## src/rtl/brick_fall_sequencer.sv

```systemverilog
// Game-flow controller for the three-column falling-brick game: spawns bricks,
// applies gravity, lands them on the column stacks, clears full bottom lines.
module brick_fall_sequencer #(
  parameter int ROW_COUNT      = 6,
  parameter int GRAVITY_PERIOD = 50_000_000,
  parameter int FAST_PERIOD    = 5_000_000
) (
  input  logic       clk,
  input  logic       reset,
  input  logic       start,
  input  logic       drop,
  input  logic [1:0] col,
  output logic [2:0] row,
  output logic [2:0] hauteurGauche,
  output logic [2:0] hauteurCentre,
  output logic [2:0] hauteurDroite,
  output logic       new_brick,
  output logic       landed,
  output logic [7:0] score,
  output logic       game_over,
  output logic       busy
);

  localparam int                CNT_W    = $clog2(GRAVITY_PERIOD + 1);
  localparam logic [CNT_W-1:0]  GRAV_LIM = CNT_W'(GRAVITY_PERIOD - 1);
  localparam logic [CNT_W-1:0]  FAST_LIM = CNT_W'(FAST_PERIOD - 1);
  localparam logic [2:0]        H_MAX    = 3'(ROW_COUNT);
  localparam logic signed [3:0] LAST_ROW = 4'(ROW_COUNT - 1);

  typedef enum logic [2:0] {
    S_IDLE, S_SPAWN, S_FALL, S_LAND, S_CLEAR, S_OVER
  } state_t;

  state_t           state_q, state_d;
  logic [CNT_W-1:0] tick_cnt_q;
  logic [2:0]       row_q;
  logic [2:0]       hg_q, hc_q, hd_q;
  logic [7:0]       score_q;
  logic [1:0]       land_col_q;

  function automatic logic [2:0] sat_inc_height(input logic [2:0] h);
    return (h >= H_MAX) ? H_MAX : h + 3'd1;
  endfunction

  function automatic logic [7:0] sat_inc_score(input logic [7:0] s);
    return (s == 8'hFF) ? s : s + 8'd1;
  endfunction

  function automatic logic [1:0] norm_col(input logic [1:0] c);
    return (c == 2'd3) ? 2'd1 : c;
  endfunction

  logic [1:0]        col_n;
  logic [2:0]        sel_h;
  logic signed [3:0] land_target;
  logic              tick;
  logic              land_hit;
  logic [2:0]        hg_upd, hc_upd, hd_upd;
  logic              all_filled;

  assign col_n = norm_col(col);

  always_comb begin
    sel_h = hc_q;
    case (col_n)
      2'd0:    sel_h = hg_q;
      2'd2:    sel_h = hd_q;
      default: sel_h = hc_q;
    endcase
  end

  // A full column gives a negative target, so the >= compare lands at once.
  assign land_target = LAST_ROW - $signed({1'b0, sel_h});
  assign land_hit    = $signed({1'b0, row_q}) >= land_target;
  assign tick        = tick_cnt_q >= (drop ? FAST_LIM : GRAV_LIM);

  assign hg_upd     = (land_col_q == 2'd0) ? sat_inc_height(hg_q) : hg_q;
  assign hc_upd     = (land_col_q == 2'd1) ? sat_inc_height(hc_q) : hc_q;
  assign hd_upd     = (land_col_q == 2'd2) ? sat_inc_height(hd_q) : hd_q;
  assign all_filled = (hg_upd != 3'd0) && (hc_upd != 3'd0) && (hd_upd != 3'd0);

  always_ff @(posedge clk or negedge reset) begin
    if (!reset) state_q <= S_IDLE;
    else        state_q <= state_d;
  end

  always_comb begin
    state_d   = state_q;
    new_brick = 1'b0;
    landed    = 1'b0;
    game_over = 1'b0;
    busy      = 1'b0;
    case (state_q)
      S_IDLE: begin
        if (start) state_d = S_SPAWN;
      end
      S_SPAWN: begin
        busy = 1'b1;
        if (hc_q == H_MAX) begin
          state_d = S_OVER;
        end else begin
          new_brick = 1'b1;
          state_d   = S_FALL;
        end
      end
      S_FALL: begin
        busy = 1'b1;
        if (tick && land_hit) state_d = S_LAND;
      end
      S_LAND: begin
        busy    = 1'b1;
        landed  = 1'b1;
        state_d = all_filled ? S_CLEAR : S_SPAWN;
      end
      S_CLEAR: begin
        busy    = 1'b1;
        state_d = S_SPAWN;
      end
      S_OVER: begin
        game_over = 1'b1;
        if (start) state_d = S_SPAWN;
      end
      default: state_d = S_IDLE;
    endcase
  end

  // Gravity counter, brick row and the column captured at the landing tick.
  always_ff @(posedge clk or negedge reset) begin
    if (!reset) begin
      tick_cnt_q <= '0;
      row_q      <= 3'd0;
      land_col_q <= 2'd1;
    end else begin
      case (state_q)
        S_SPAWN: begin
          if (hc_q != H_MAX) begin
            row_q      <= 3'd0;
            tick_cnt_q <= '0;
          end
        end
        S_FALL: begin
          if (tick) begin
            tick_cnt_q <= '0;
            land_col_q <= col_n;
            if (!land_hit) row_q <= row_q + 3'd1;
          end else begin
            tick_cnt_q <= tick_cnt_q + 1'b1;
          end
        end
        default: ;
      endcase
    end
  end

  // Stack heights and score.
  always_ff @(posedge clk or negedge reset) begin
    if (!reset) begin
      hg_q    <= 3'd0;
      hc_q    <= 3'd0;
      hd_q    <= 3'd0;
      score_q <= 8'd0;
    end else begin
      case (state_q)
        S_LAND: begin
          hg_q <= hg_upd;
          hc_q <= hc_upd;
          hd_q <= hd_upd;
        end
        S_CLEAR: begin
          hg_q    <= hg_q - 3'd1;
          hc_q    <= hc_q - 3'd1;
          hd_q    <= hd_q - 3'd1;
          score_q <= sat_inc_score(score_q);
        end
        S_OVER: begin
          if (start) begin
            hg_q    <= 3'd0;
            hc_q    <= 3'd0;
            hd_q    <= 3'd0;
            score_q <= 8'd0;
          end
        end
        default: ;
      endcase
    end
  end

  assign row           = row_q;
  assign hauteurGauche = hg_q;
  assign hauteurCentre = hc_q;
  assign hauteurDroite = hd_q;
  assign score         = score_q;

endmodule

```

## config.mk

```make
export PLATFORM = sky130hd
export DESIGN_NAME = brick_fall_sequencer
export DESIGN_NICKNAME = d
export VERILOG_FILES = /design/src/rtl/brick_fall_sequencer.sv
export SDC_FILE = /design/constraint.sdc
export NUM_CORES = 1
export LEC_CHECK = 0
export CAP_MARGIN = 25
export CORE_ASPECT_RATIO = 1.25
export CORE_MARGIN = 1
export CORE_UTILIZATION = 55
export DETAILED_ROUTE_END_ITERATION = 8
export HOLD_SLACK_MARGIN = 0.15
export PLACE_DENSITY = 0.76
export SLEW_MARGIN = 0
export SYNTH_ARGS = -nofsm -noshare
export SYNTH_HDL_FRONTEND = slang
export SYNTH_SLANG_ARGS = --single-unit
export TNS_END_PERCENT = 50
```

## constraint.sdc

```tcl
create_clock -name clk -period 3.8 [get_ports clk]
set_clock_uncertainty 0.15 [all_clocks]
set_input_delay 1.14 -clock clk [delete_from_list [all_inputs] [get_ports clk]]
set_output_delay 1.14 -clock clk [all_outputs]
set_load 0.02 [all_outputs]
```

==> results.md <==
- Core Area: 6250 um2
- Port bufs: 29
- Synthesized area: 3620 um2
- Mapped Nets: 466
- Initial Util: 58.0%
- Final setup vio count: 0
- CP max FO: 29
- Root Driver: clkbuf_8
- # clock sinks: 51
- FP Rows: 32
- Critical-path cell list: clkdlybuf4s50_1, inv_1, ha_1, or3_1, a21oi_2, nor4_1, a211o_1, buf_12, or3_1, nand3_1
- Final hold vios: 0
- Async SR Flop Fraction: 100%
- Post-layout minimum cycle time: 3510 ps
- Outcome: complete, no violations
- Fillers: 547
- Post-CTS sizing: 0
- Syn_area_per_cell: 8.38 um2
- Tot GR Track Use: 26.4%
- Post-DR wirelength/cell: 15.1 um
- Largest net degree at the start of global routing: 30
- Max-cap violations: 0
- Cells after Synth: 432
- Int Pwr: 0.683 mW
- Die Area: 6910 um2
- Number of global-route vias before repair: 3162
- Yosys Warn Count: 0
- Post-synthesis sequential area ratio: 35.3%
- Vias per cell: 5.94
- Htree depth: 2
- CP Class: input port to flip-flop
- Clock share of power: 35.7%
- EDFF count, synth: 0
- Hold buffer count at cts: 0
- Register clock-pin slew on the reported worst setup and hold paths: 100 ps
- Hold WC Path Type: flip-flop to flip-flop
- Peak per-stage delay on the critical path: 500 ps
- Via count: 3267
- GR Overflow Total: 0
- Clock Path Buffers: 2
- Crit end category: flip-flop
- Net Sw Frac: 23.8%
- Most frequent cells in the layout: dfrtp_1, nand3_1, nand2_1, nor2_1
- Most common cell after layout, fill and taps aside: dfrtp_1
- LEAKAGE: 1.88 nW
- Placer congestion estimate: 0.860
- 1st-iter DRT viols: 153
- CTS tree: yes
- Number of diodes: 0
- Final Power: 0.896 mW
- Ports: 30
- Routed wire length: 8.28 mm
- Most Frequent Cell on Critical Path: or3_1
- Max Clock Freq: 0.285 GHz
- Clock buffer count from CTS: 5
- Power Dens Cells: 217 nW/um2
- DR DRC count: 0
- RSZ-0062 raised after global routing: false
- Yosys reg bits: 51
- Critical path's slowest cell: clkdlybuf4s50_1
- Synthesis-to-layout area growth: 13.9%
- Fin worst setup slack: 291 ps
- Net switching power figure: 0.213 mW
- Combinational share of power: 3.8%
- Drt pass-1 iters: 5
- Crit start category: input port
- Slew HR: 49.4%
- Sequential fraction of design power: 60.5%
- Global-route wire length before repair: 14.2 mm
- Max-slew violations: 0
- VDD IR max: 0.000155 V
- Initial antenna violation count: 0
- Routed Antenna Nets: 0
- Slew @ Worst Pin: 760 ps
- Post-CTS Repair Setup Buffers: 0
- Half-perimeter wire length after placement: 6.09 mm
- Post-Layout Cell Count: 550
- Place WS: -31.8 ps
- Post-placement cell count: 542
- WP data arrival: 3610 ps
- Clock network latency to the later pin of the worst-skew pair: 310 ps
- Die width: 74.6 um
- WP data required: 3900 ps
- Vert. Die Dim: 92.7 um
- Synth Flop Type: dfrtp_1
- Layout cells sized above 1: 6.45%
- Final period util: 92.4%
- Nets: 498
- Unique cell type count in the Yosys netlist: 57
[through the flow]
step / area (um2) / setup TNS [ps] / utilization [%] / hold slack [ps]
after CTS: 4130 / 0 / 66.0 / 402
after global placement: 4040 / 0 / 64.6 / 367
after global routing: 4130 / 0 / 66.0 / 438
final: 4130 / 0 / 66.0 / 401
after floorplan: 3620 / 0 / - / 340
after detailed placement: 4040 / -89.5 / 64.6 / 378
[path summary, 6_finish.rpt]
path,start,endpoint,slack (ps),depth (start not counted)
max in group asynchronous,reset,land_col_q[0],2000,2
worst min-delay path,tick_cnt_q[25],tick_cnt_q[25],400,2
worst min register to register,tick_cnt_q[25],tick_cnt_q[25],400,2
worst max register to register,state_q[2],score[7],1170,6
min in group asynchronous,reset,hauteurGauche[2],680,1
worst max-delay path,drop,tick_cnt_q[3],290,10
[flip-flops by register name, summed over array words and instances (netlist names)]
name,count
tick_cnt_q,26
score,8
hauteurCentre,3
hauteurDroite,3
hauteurGauche,3
row,3
state_q,3
land_col_q,2
[cell usage after synthesis, drive strengths merged (4+ instances only)]
| cell | number | share of area, % |
|---|---|---|
| nor2b | 6 | 1.0 |
| nor2 | 33 | 3.4 |
| nand4 | 9 | 1.6 |
| clkbuf | 11 | 1.2 |
| nor3 | 13 | 1.8 |
| and3 | 8 | 1.4 |
| nand3 | 47 | 6.5 |
| o21a | 4 | 0.83 |
| dfrtp | 50 | 35 |
| a21o | 11 | 2.3 |
| mux2i | 8 | 2.2 |
| nor4 | 5 | 0.86 |
| o21ai | 29 | 4.0 |
| xnor2 | 7 | 1.7 |
| nor3b | 6 | 1.2 |
| and2 | 5 | 0.86 |
| buf | 6 | 1.2 |
| or3 | 18 | 3.1 |
| ha | 28 | 9.7 |
| nand2 | 42 | 4.4 |
| inv | 20 | 2.1 |
| a21oi | 18 | 2.6 |
[power groups by stage]
stage / clock, mW / sequential, mW / combinational (mW)
global route: 0.350 / 0.542 / 0.0390
CTS: 0.333 / 0.542 / 0.0349
floorplan: 0 / 0.553 / 0.00920
detailed placement: 0 / 0.553 / 0.0347
global placement: 0 / 0.553 / 0.0336
finish: 0.320 / 0.542 / 0.0337
[layout make-up]
cell class                      count  area [um2]  area share, %
Inverter                           20        75.1           1.82
Multi-Input combinational cell    344        2180           52.9
Timing Repair Buffer               42         395           9.58
Clock inverter                      3        20.0          0.485
Tap cell                           85         106           2.58
Sequential cell                    51        1280           31.0
Clock buffer                        5        68.8           1.67
[cells by family after synthesis]
logic type	share of synthesized area [%]
xor+xnor	2.18
fa+ha+maj	9.68
buf+inv	4.46
simple gates	28.9
mux	2.83
flops	35.3
compound gates	16.7
[metal layers]
metal / GRT usage, % / vias up / share of wire [%]
li1: - / 1637 / -
met1: 31.8 / 1529 / 43
met2: 45.3 / 79 / 51
met3: 3.26 / 22 / 3.3
met4: 12.6 / 0 / 3.1
met5: 0 / - / 0
[worst max-delay path, delay by kind of cell]
kind,cells,cell delay (ps)
buffers and inverters,3,760
adders and majority gates,1,300
and+or+nand+nor,4,900
AOI/OAI and AO/OA,2,500
Note: power is estimated with default switching activity, not from simulation.
